--- src/rtl/wave_display_pkg.sv ---
// Shared definitions for the waveform display path.
// The capture block, this reader and the VGA top all use these, so the RAM
// geometry and pixel layout have a single source.
//   SAMPLES   - samples per bank (one bank is one displayed line of the wave)
//   RAM_AW    - waveform RAM address width: {bank, sample index}
//   SAMPLE_W  - width of one offset-binary sample
//   pixel_rgb_t - packed {r,g,b} colour, 8 bits per channel
package wave_display_pkg;

    localparam int SAMPLES  = 256;
    localparam int RAM_AW   = 9;
    localparam int SAMPLE_W = 8;

    typedef struct packed {
        logic [7:0] r;
        logic [7:0] g;
        logic [7:0] b;
    } pixel_rgb_t;

endpackage

--- src/rtl/dff_arn.sv ---
// D flip-flop bank with an asynchronous active-low reset to a fixed value.
// Every state register of the display reader is built from this so that a
// reset anywhere in the frame clears the whole pipeline at once.
// Ports:
//   clk      - clock
//   reset_n  - asynchronous, active-low reset
//   d        - next value, captured on the rising clock edge
//   q        - registered value, RESET_VAL while reset_n is low
module dff_arn #(
    parameter int           W         = 1,
    parameter logic [W-1:0] RESET_VAL = '0
) (
    input  logic         clk,
    input  logic         reset_n,
    input  logic [W-1:0] d,
    output logic [W-1:0] q
);

    // Plain register; the reset value is a parameter so idle can reset high.
    always_ff @(posedge clk or negedge reset_n) begin
        if (!reset_n) begin
            q <= RESET_VAL;
        end else begin
            q <= d;
        end
    end

endmodule

--- src/rtl/wave_display_reader.sv ---
// Read side of the double-buffered waveform RAM.
// Turns raster coordinates into RAM read addresses from the bank frozen at
// the start of the window, then draws a vertical segment between each pair
// of adjacent samples. Each sample spans two pixel columns. Colour appears
// three clocks after the coordinate that produced it.
// Ports:
//   clk, reset_n        - clock and asynchronous active-low reset
//   x, y, valid         - raster column/row and visible-area qualifier
//   read_index          - bank the capture side exposes for reading
//   read_address        - {bank, sample index} to the RAM, combinational from x
//   read_value          - RAM data, one clock after read_address
//   valid_pixel         - pixel lies inside the wave window
//   r, g, b             - pixel colour
//   wave_display_idle   - raster outside window rows, bank swap is safe
module wave_display_reader
    import wave_display_pkg::*;
#(
    parameter logic [10:0] X_OFFSET   = 11'd128,
    parameter logic [9:0]  Y_TOP      = 10'd32,
    parameter logic [23:0] WAVE_COLOR = 24'hFFFFFF
) (
    input  logic                clk,
    input  logic                reset_n,
    input  logic [10:0]         x,
    input  logic [9:0]          y,
    input  logic                valid,
    input  logic                read_index,
    output logic [RAM_AW-1:0]   read_address,
    input  logic [SAMPLE_W-1:0] read_value,
    output logic                valid_pixel,
    output logic [7:0]          r,
    output logic [7:0]          g,
    output logic [7:0]          b,
    output logic                wave_display_idle
);

    localparam int IDX_W = $clog2(SAMPLES);

    logic [10:0]         rel_x;
    logic [9:0]          rel_y;
    logic                rows_in;
    logic                in_win;
    logic                newcol;
    logic                first;

    logic                idle_q;
    logic                bank_q;

    logic [10:0]         s1_q;
    logic                s1_in_win;
    logic                s1_newcol;
    logic                s1_first;
    logic [7:0]          s1_rel_y;

    logic [SAMPLE_W-1:0] cur_q;
    logic [SAMPLE_W-1:0] prev_q;
    logic [SAMPLE_W-1:0] cur_d;
    logic [SAMPLE_W-1:0] prev_d;
    logic                seen_q;

    logic [8:0]          s2_q;
    logic                s2_in_win;
    logic [7:0]          s2_rel_y;

    logic [7:0]          row;
    logic [SAMPLE_W-1:0] lo;
    logic [SAMPLE_W-1:0] hi;
    logic                hit;
    logic [23:0]         rgb_d;
    logic [23:0]         rgb_q;
    pixel_rgb_t          pix;

    // Window decode. Coordinates left of / above the window wrap to large
    // values, so a single upper-bound test per axis covers both sides.
    assign rel_x   = x - X_OFFSET;
    assign rel_y   = y - Y_TOP;
    assign rows_in = (rel_y[9:8] == 2'b00);
    assign in_win  = valid & (rel_x[10:9] == 2'b00) & rows_in;
    assign newcol  = in_win & ~rel_x[0];
    assign first   = newcol & (rel_x[IDX_W:1] == '0);

    // Idle follows the row every cycle, independent of valid, so blanking
    // lines below the window open the swap opportunity.
    dff_arn #(.W(1), .RESET_VAL(1'b1)) u_idle (
        .clk(clk), .reset_n(reset_n), .d(~rows_in), .q(idle_q)
    );

    // The bank only tracks read_index while idle, so it is frozen for the
    // whole window and a mid-window swap shows up from the next frame.
    dff_arn #(.W(1)) u_bank (
        .clk(clk), .reset_n(reset_n), .d(idle_q ? read_index : bank_q), .q(bank_q)
    );

    assign wave_display_idle = idle_q;
    assign read_address      = {bank_q, rel_x[IDX_W:1]};

    // S0 -> S1: carry pixel attributes alongside the RAM read.
    dff_arn #(.W(11)) u_s1 (
        .clk(clk), .reset_n(reset_n), .d({in_win, newcol, first, rel_y[7:0]}), .q(s1_q)
    );

    assign s1_in_win = s1_q[10];
    assign s1_newcol = s1_q[9];
    assign s1_first  = s1_q[8];
    assign s1_rel_y  = s1_q[7:0];

    // Sample history: only even in-window columns load a new sample, so odd
    // columns and bubbles leave the segment ends untouched. The first column
    // starts a fresh segment instead of joining the previous line's tail.
    always_comb begin
        cur_d  = cur_q;
        prev_d = prev_q;
        if (s1_newcol) begin
            cur_d  = read_value;
            prev_d = s1_first ? read_value : cur_q;
        end
    end

    dff_arn #(.W(SAMPLE_W)) u_cur (
        .clk(clk), .reset_n(reset_n), .d(cur_d), .q(cur_q)
    );

    dff_arn #(.W(SAMPLE_W)) u_prev (
        .clk(clk), .reset_n(reset_n), .d(prev_d), .q(prev_q)
    );

    // After a reset the history is meaningless until a line start reloads it.
    dff_arn #(.W(1)) u_seen (
        .clk(clk), .reset_n(reset_n), .d(seen_q | s1_first), .q(seen_q)
    );

    // S1 -> S2
    dff_arn #(.W(9)) u_s2 (
        .clk(clk), .reset_n(reset_n), .d({s1_in_win, s1_rel_y}), .q(s2_q)
    );

    assign s2_in_win = s2_q[8];
    assign s2_rel_y  = s2_q[7:0];

    // S2: the top window row maps to the largest sample value; a pixel is
    // lit when its row lies within the segment between the two samples.
    always_comb begin
        row = ~s2_rel_y;
        lo  = prev_q;
        hi  = cur_q;
        if (prev_q > cur_q) begin
            lo = cur_q;
            hi = prev_q;
        end
        hit   = s2_in_win & seen_q & (row >= lo) & (row <= hi);
        rgb_d = hit ? WAVE_COLOR : 24'h000000;
    end

    dff_arn #(.W(1)) u_vp (
        .clk(clk), .reset_n(reset_n), .d(s2_in_win), .q(valid_pixel)
    );

    dff_arn #(.W(24)) u_rgb (
        .clk(clk), .reset_n(reset_n), .d(rgb_d), .q(rgb_q)
    );

    assign pix = pixel_rgb_t'(rgb_q);
    assign r   = pix.r;
    assign g   = pix.g;
    assign b   = pix.b;

endmodule
--- config.mk ---
export PLATFORM = sky130hd
export DESIGN_NAME = wave_display_reader
export DESIGN_NICKNAME = d
export VERILOG_FILES = /design/src/rtl/wave_display_pkg.sv /design/src/rtl/dff_arn.sv /design/src/rtl/wave_display_reader.sv
export SDC_FILE = /design/constraint.sdc
export NUM_CORES = 1
export LEC_CHECK = 0
export BUFFER_PORTS_ARGS = -buffer_cell sky130_fd_sc_hd__buf_2
export CAP_MARGIN = 0
export CELL_PAD_IN_SITES_DETAIL_PLACEMENT = 0
export CELL_PAD_IN_SITES_GLOBAL_PLACEMENT = 1
export CORE_ASPECT_RATIO = 1.5
export CORE_UTILIZATION = 46
export CTS_BUF_LIST = sky130_fd_sc_hd__clkbuf_16
export CTS_CLUSTER_DIAMETER = 80
export DETAILED_ROUTE_END_ITERATION = 8
export GPL_TIMING_DRIVEN = 1
export PLACE_DENSITY = 0.95
export SYNTH_ARGS = -nofsm -noshare
export SYNTH_HDL_FRONTEND = slang
export SYNTH_HIERARCHICAL = 1
export SYNTH_SLANG_ARGS = --single-unit
export TNS_END_PERCENT = 5
--- constraint.sdc ---
create_clock -name clk -period 7.92 [get_ports clk]
set_input_delay 0.396 -clock clk [delete_from_list [all_inputs] [get_ports clk]]
set_output_delay 0.396 -clock clk [all_outputs]
set_load 0.02 [all_outputs]
-- Word level (Yosys, flattened, before mapping)
Cells that the tools add are included.
Widths: inputs -> output; s select.
- register bits: 64
- input port bits: 33
- output and inout bits: 35
- word-level logic and storage cells: 32
- add/sub/neg operators: 2
- order comparisons: 3
- muxes and demuxes: 4
- bitwise logic cells: 11
- reductions and logical operators: 3
- operators with widths (operator ; number):
    $mux 24 ; 1
    $mux 8 ; 3
    $sub 11x8->11 const B ; 1
    $sub 10x6->10 const B ; 1
    $ge 8x8->1 ; 1
    $gt 8x8->1 ; 1
    $le 8x8->1 ; 1
    $logic_not 8->1 ; 1
    $not 8->8 ; 1
    $and 1x1->1 ; 7
    $logic_not 2->1 ; 2
    $not 1->1 ; 2
    $or 1x1->1 ; 1

-- Depth between registers and ports, before layout
- depth after elaboration: 6
- gate-level depth with buffers: 14
- gate-level depth less buffers: 13

-- Cells and area by module
Netlist, hierarchy kept.
- modules (own cells, without submodules) (module ; instances ; cells an instance ; area each (um^2) ; seq. area each (um^2)):
    wave_display_reader ; 1 ; 171 ; 1267.5 ; 0.0
    dff_arn (u_rgb) ; 1 ; 24 ; 600.6 ; 600.6
    dff_arn (u_cur ...) ; 2 ; 8 ; 200.2 ; 200.2
    dff_arn (u_s1) ; 1 ; 11 ; 275.3 ; 275.3
    dff_arn (u_s2) ; 1 ; 9 ; 225.2 ; 225.2
    dff_arn (u_bank ...) ; 3 ; 1 ; 25.0 ; 25.0
    dff_arn (u_idle) ; 1 ; 1 ; 26.3 ; 26.3

-- Worst setup path before layout
Ideal clock, no wire load.
- path type: register -> register
- start: register u_cur.q[1]
- end: register u_rgb.q[0]
- library setup time: 208 ps
- data arrival time: 3177 ps
- data required time: 7712 ps
- slack: 4535 ps
- stages on the path, launching flop included: 14
- path buffers: 0
- period minus slack after synthesis: 3385 ps
- path through: dfrtp_1 > inv_1 > ha_1 > nor2b_4 > o211ai_2 > a21oi_2 > o32ai_4 > mux2_2 > ha_1 > nand2b_1 > a2111oi_0 > nor3_1 > a211o_1 > o2111a_1
- cells in the longest elaborated chain, start to end: 6
- elaborated cells on any way between the ends: 8
- classes of those cells: order compare: 3; mux: 3; bitwise: 2
- ends and longest elaborated chain (element ; RTL line ; RTL):
    from (decl) ; dff_arn.sv:16 ; output logic [W-1:0] q
    from (signal assigned) ; dff_arn.sv:22 ; q <= RESET_VAL;
    from (signal assigned) ; dff_arn.sv:24 ; q <= d;
    $gt 8x8->1 ; wave_display_reader.sv:146 ; if (prev_q > cur_q) begin
    $mux 8 ; wave_display_reader.sv:146 ;
    $ge 8x8->1 ; wave_display_reader.sv:150 ; hit = s2_in_win & seen_q & (row >= lo) & (row <= hi);
    $and 1x1->1 ; wave_display_reader.sv:150 ;
    $and 1x1->1 * ; wave_display_reader.sv:150 ;
    via hit ; wave_display_reader.sv:68 ; logic hit;
    $mux 24 * ; wave_display_reader.sv:151 ; rgb_d = hit ? WAVE_COLOR : 24'h000000;
    to (signal assigned) ; dff_arn.sv:22 ;
    to (signal assigned) ; dff_arn.sv:24 ;
    to (decl) ; dff_arn.sv:16 ;
The timed path passes the listed nets; every way through them passes the cells marked *.
A chain may end at the register's enable or synchronous reset.

-- Final worst setup path
- start: register u_cur.q[1]
- end: register u_rgb.q[7]
The elaborated chain is that of the path after synthesis.

==> summary.txt <==
Place
  • Hpwl dp: 3720 microns
  • Routability cong.: 0.832
  • Port bufs: 67
  • Post-placement cell area: 0.00322 sq mm

Die
  • Die height: 98.7 microns
  • Initial Utilization: 48.5%
  • I/O pin cnt: 68
  • Die Area: around 0.0066 sq mm
  • Core area: 0.00591 sq mm
  • Die W: 66.5 microns
  • # rows: 34

Logic synthesis
  • Avg Synthesized Cell Area: 12.2 sq um
  • Post-synth EDFFs: 0
  • Most common flop cell mapped by yosys: dfrtp_1
  • Seq/Total Area, Yosys: 55.8%
  • Warnings from Yosys: 6
  • Compound-Gate Fraction of Synth Area: 9.37%
  • Xor/xnor share of the synthesized area: less than 1%
  • Count of unique library cells instantiated by Yosys: 35
  • Ys async rst share: 100%
  • Synth Area in Simple Gates: 7.59%
  • Cell Area, Synth: 0.00287 sq mm
  • Cells after Synth: about 240
  • Largest family of logic cells by synthesized area: adder cells
  • Post-Synth Adder-Cell Area: 11.8%
  • Mux contribution to synthesized area: under 10%
  • Syn Nets: 295
  • Yosys reg bits: 64

Critical path
  • Kind of critical path: flip-flop to flip-flop
  • CP Data Required Time: about 8.0 ns
  • Worst Path Arrival: roughly 4.3 ns
  • Crit path capture type: flip-flop
  • Critical Path Fanout Max: 24
  • FF-to-FF path depth: 13
  • Crit start category: flip-flop

Clocking
  • CTS clk-pin slew, worst paths: 0.06 ns
  • CTS H-tree depth: 3
  • Clock latency on the worst-skew pair: about 0.33 ns
  • Clock sinks: 64
  • CTS tree: yes
  • Postcts setup bufs: 0
  • Number of hold buffers added after cts: 0
  • Clk buf depth: 2
  • Total CTS buffers: 9
  • Clk root buf: clkbuf_16
  • Post-CTS Resized: 0

Drt
  • Via density: 5.05
  • DRT Pass-1 Iters: 4
  • Drt wl/cell: 14.0 microns
  • DRT antenna net count: 0
  • Iter 0 DRT Violations: 78
  • DRT Wirelength: between 5000 and 6000 microns
  • Drt drc: 0
  • Vias: 1913

Pwr
  • Int Power: 0.820 mW
  • Max rail drop VDD: 212 uV
  • Seq pwr share: 33.1%
  • Clock power frac: 35.6%
  • Leakage: ~1.9 nW
  • Logic pwr share: approximately 31%
  • P_sw: 0.374 mW
  • Pwr dens: 336 mW/mm^2
  • Sw Share: 31.3%

STA
  • Max_slew headroom: 36.4%
  • RSZ-0062 raised after global routing: no
  • Tightest Pin Transition: approximately 0.95 ns
  • Achievable frequency: roughly 240 MHz
  • Crit share post-route: 52.7%
  • Hold Violations, Final: 0
  • Final Critical Period: approximately 4.2 ns
  • Max Slew Vio Count: 0
  • Setup TNS: 0 ns
  • Clock Skews: around 0.0064 ns
  • # setup viols final: 0

Global routing
  • Initial antenna violation count: 0
  • First-pass GRT wire length: 8990 microns
  • Congestion Overflow GR: 0
  • Number of global-route vias before repair: roughly 2000
  • Largest net degree at the start of global routing: 65
  • Gr usage total: 18.7%

Finish
  • Area delta synth->final: 23.6%
  • Post-route cell area: between 0.003 and 0.004 sq mm
  • N_diodes: 0
  • Share of layout cells above drive strength 1: 31.3%
  • Nets@finish: 362

Hold path
  • Worst Hold Class: input pin to flip-flop
  • Hold path depth: 1

Outcome
  • Status: finished, final reports clean

Job
  • Max Cap Viol: 0
==> layout by cell type (no fill, tap or decap), drive strengths merged, types with 5 or more instances in the layout <==
cell     n
dfrtp   63
o21ai   10
mux2i   22
a21oi   15
nand2   10
inv     25
buf     68
nand4    5
nor2b    5
nor2    15
ha      27
clkbuf   9
==> path summary, 6_finish.rpt <==
| kind | from | end | slack [ns] |
|---|---|---|---|
| setup / recovery | u_cur/q[1]$_DFF_PN0_ | u_rgb/q[7]$_DFF_PN0_ | 3.75 |
| hold reg to reg | u_s1/q[0]$_DFF_PN0_ | u_s2/q[0]$_DFF_PN0_ | 0.35 |
| max in group asynchronous | reset_n | u_vp/q$_DFF_PN0_ | 7.19 |
| min in group asynchronous | reset_n | u_prev/q[1]$_DFF_PN0_ | 0.22 |
| setup reg to reg | u_cur/q[1]$_DFF_PN0_ | u_rgb/q[7]$_DFF_PN0_ | 3.75 |
| hold / removal | y[2] | u_s1/q[2]$_DFF_PN0_ | 0.17 |
==> per-stage QoR <==
stage,util (%),hold slack (ns),setup slack [ns],std cells,power (mW)
floorplan,-,0.100,4.53,235,0.693
global placement,54.5,0.333,3.96,363,0.761
detailed placement,54.5,0.335,3.81,363,0.768
CTS,60.0,0.163,3.74,379,1.20
global route,60.0,0.163,3.59,379,1.26
finish,60.0,0.170,3.75,379,1.19
==> synthesized netlist by cell type, types with 2 or more instances <==
| cell type | count | area, sq um |
|---|---|---|
| buf_4 | 7 | 52.6 |
| nor2b_1 | 4 | 25.0 |
| nor3_1 | 2 | 10.0 |
| nand2_1 | 10 | 37.5 |
| nor2_1 | 15 | 56.3 |
| ha_1 | 27 | 338 |
| inv_1 | 23 | 86.3 |
| mux2i_1 | 22 | 220 |
| dfrtp_1 | 63 | 1580 |
| a2111oi_0 | 2 | 17.5 |
| mux2_2 | 4 | 45.0 |
| nand4_1 | 5 | 31.3 |
| o21ai_0 | 10 | 50.1 |
| clkbuf_1 | 4 | 15.0 |
| or2_2 | 2 | 12.5 |
| a21oi_1 | 14 | 70.1 |
| o2111a_1 | 2 | 22.5 |
| nand3_1 | 2 | 10.0 |
==> power by group through the flow <==
stage | Sequential, mW | Combinational (mW) | Clock [mW]
after floorplan | 0.391 | 0.302 | 0
final | 0.395 | 0.373 | 0.425
after detailed placement | 0.400 | 0.368 | 0
after global placement | 0.398 | 0.363 | 0
after global routing | 0.401 | 0.414 | 0.448
after CTS | 0.395 | 0.375 | 0.433
==> cell type report <==
type,count,area (sq um)
timing repair buffer,68,343
clock inverter,7,103
inverter,23,86.3
fill,481,2360
multi-input combinational,136,1100
tap,72,90.1
clock buffer,9,225
sequential,64,1600
==> logic make-up (layout without fill, tap and decap cells) <==
| kind of cell | after synthesis | count (layout) |
|---|---|---|
| AND/OR/NAND/NOR | 44 | 44 |
| buffers and inverters | 35 | 107 |
| flip-flops | 64 | 64 |
| AO/OA/AOI/OAI | 38 | 38 |
| multiplexers | 26 | 26 |
| adder cells (fa/ha/maj) | 27 | 27 |
| XOR/XNOR | 1 | 1 |
==> critical path, stage by stage (launching register included) <==
cell and delay, ns:
dfrtp_1 0.40, inv_1 0.08, ha_1 0.31, nor2b_4 0.13, o211ai_2 0.14, a21oi_2 0.09
o32ai_4 0.78, mux2_2 0.42, ha_1 0.27, nand2b_1 0.15, a2111oi_0 0.42, nor3_1 0.09
a211o_1 0.28, o2111a_1 0.35
==> registers in the layout, summed over array words and instances, names as in the netlist <==
register and flops:
u_seen/q 1, u_cur/q 8, u_s2/q 9, u_s1/q 11, u_idle/q 1, u_vp/q 1, u_rgb/q 24, u_bank/q 1
u_prev/q 8
==> layer usage <==
| layer | up-vias | global-route usage [%] | part of all wire (%) |
|---|---|---|---|
| met1 | 916 | 22.0 | 40 |
| met4 | 0 | 10.3 | 2.7 |
| li1 | 941 | - | - |
| met2 | 46 | 30.5 | 54 |
| met3 | 10 | 5.09 | 3.4 |
| met5 | - | 0 | 0 |
Note: power is estimated with default switching activity, not from simulation.
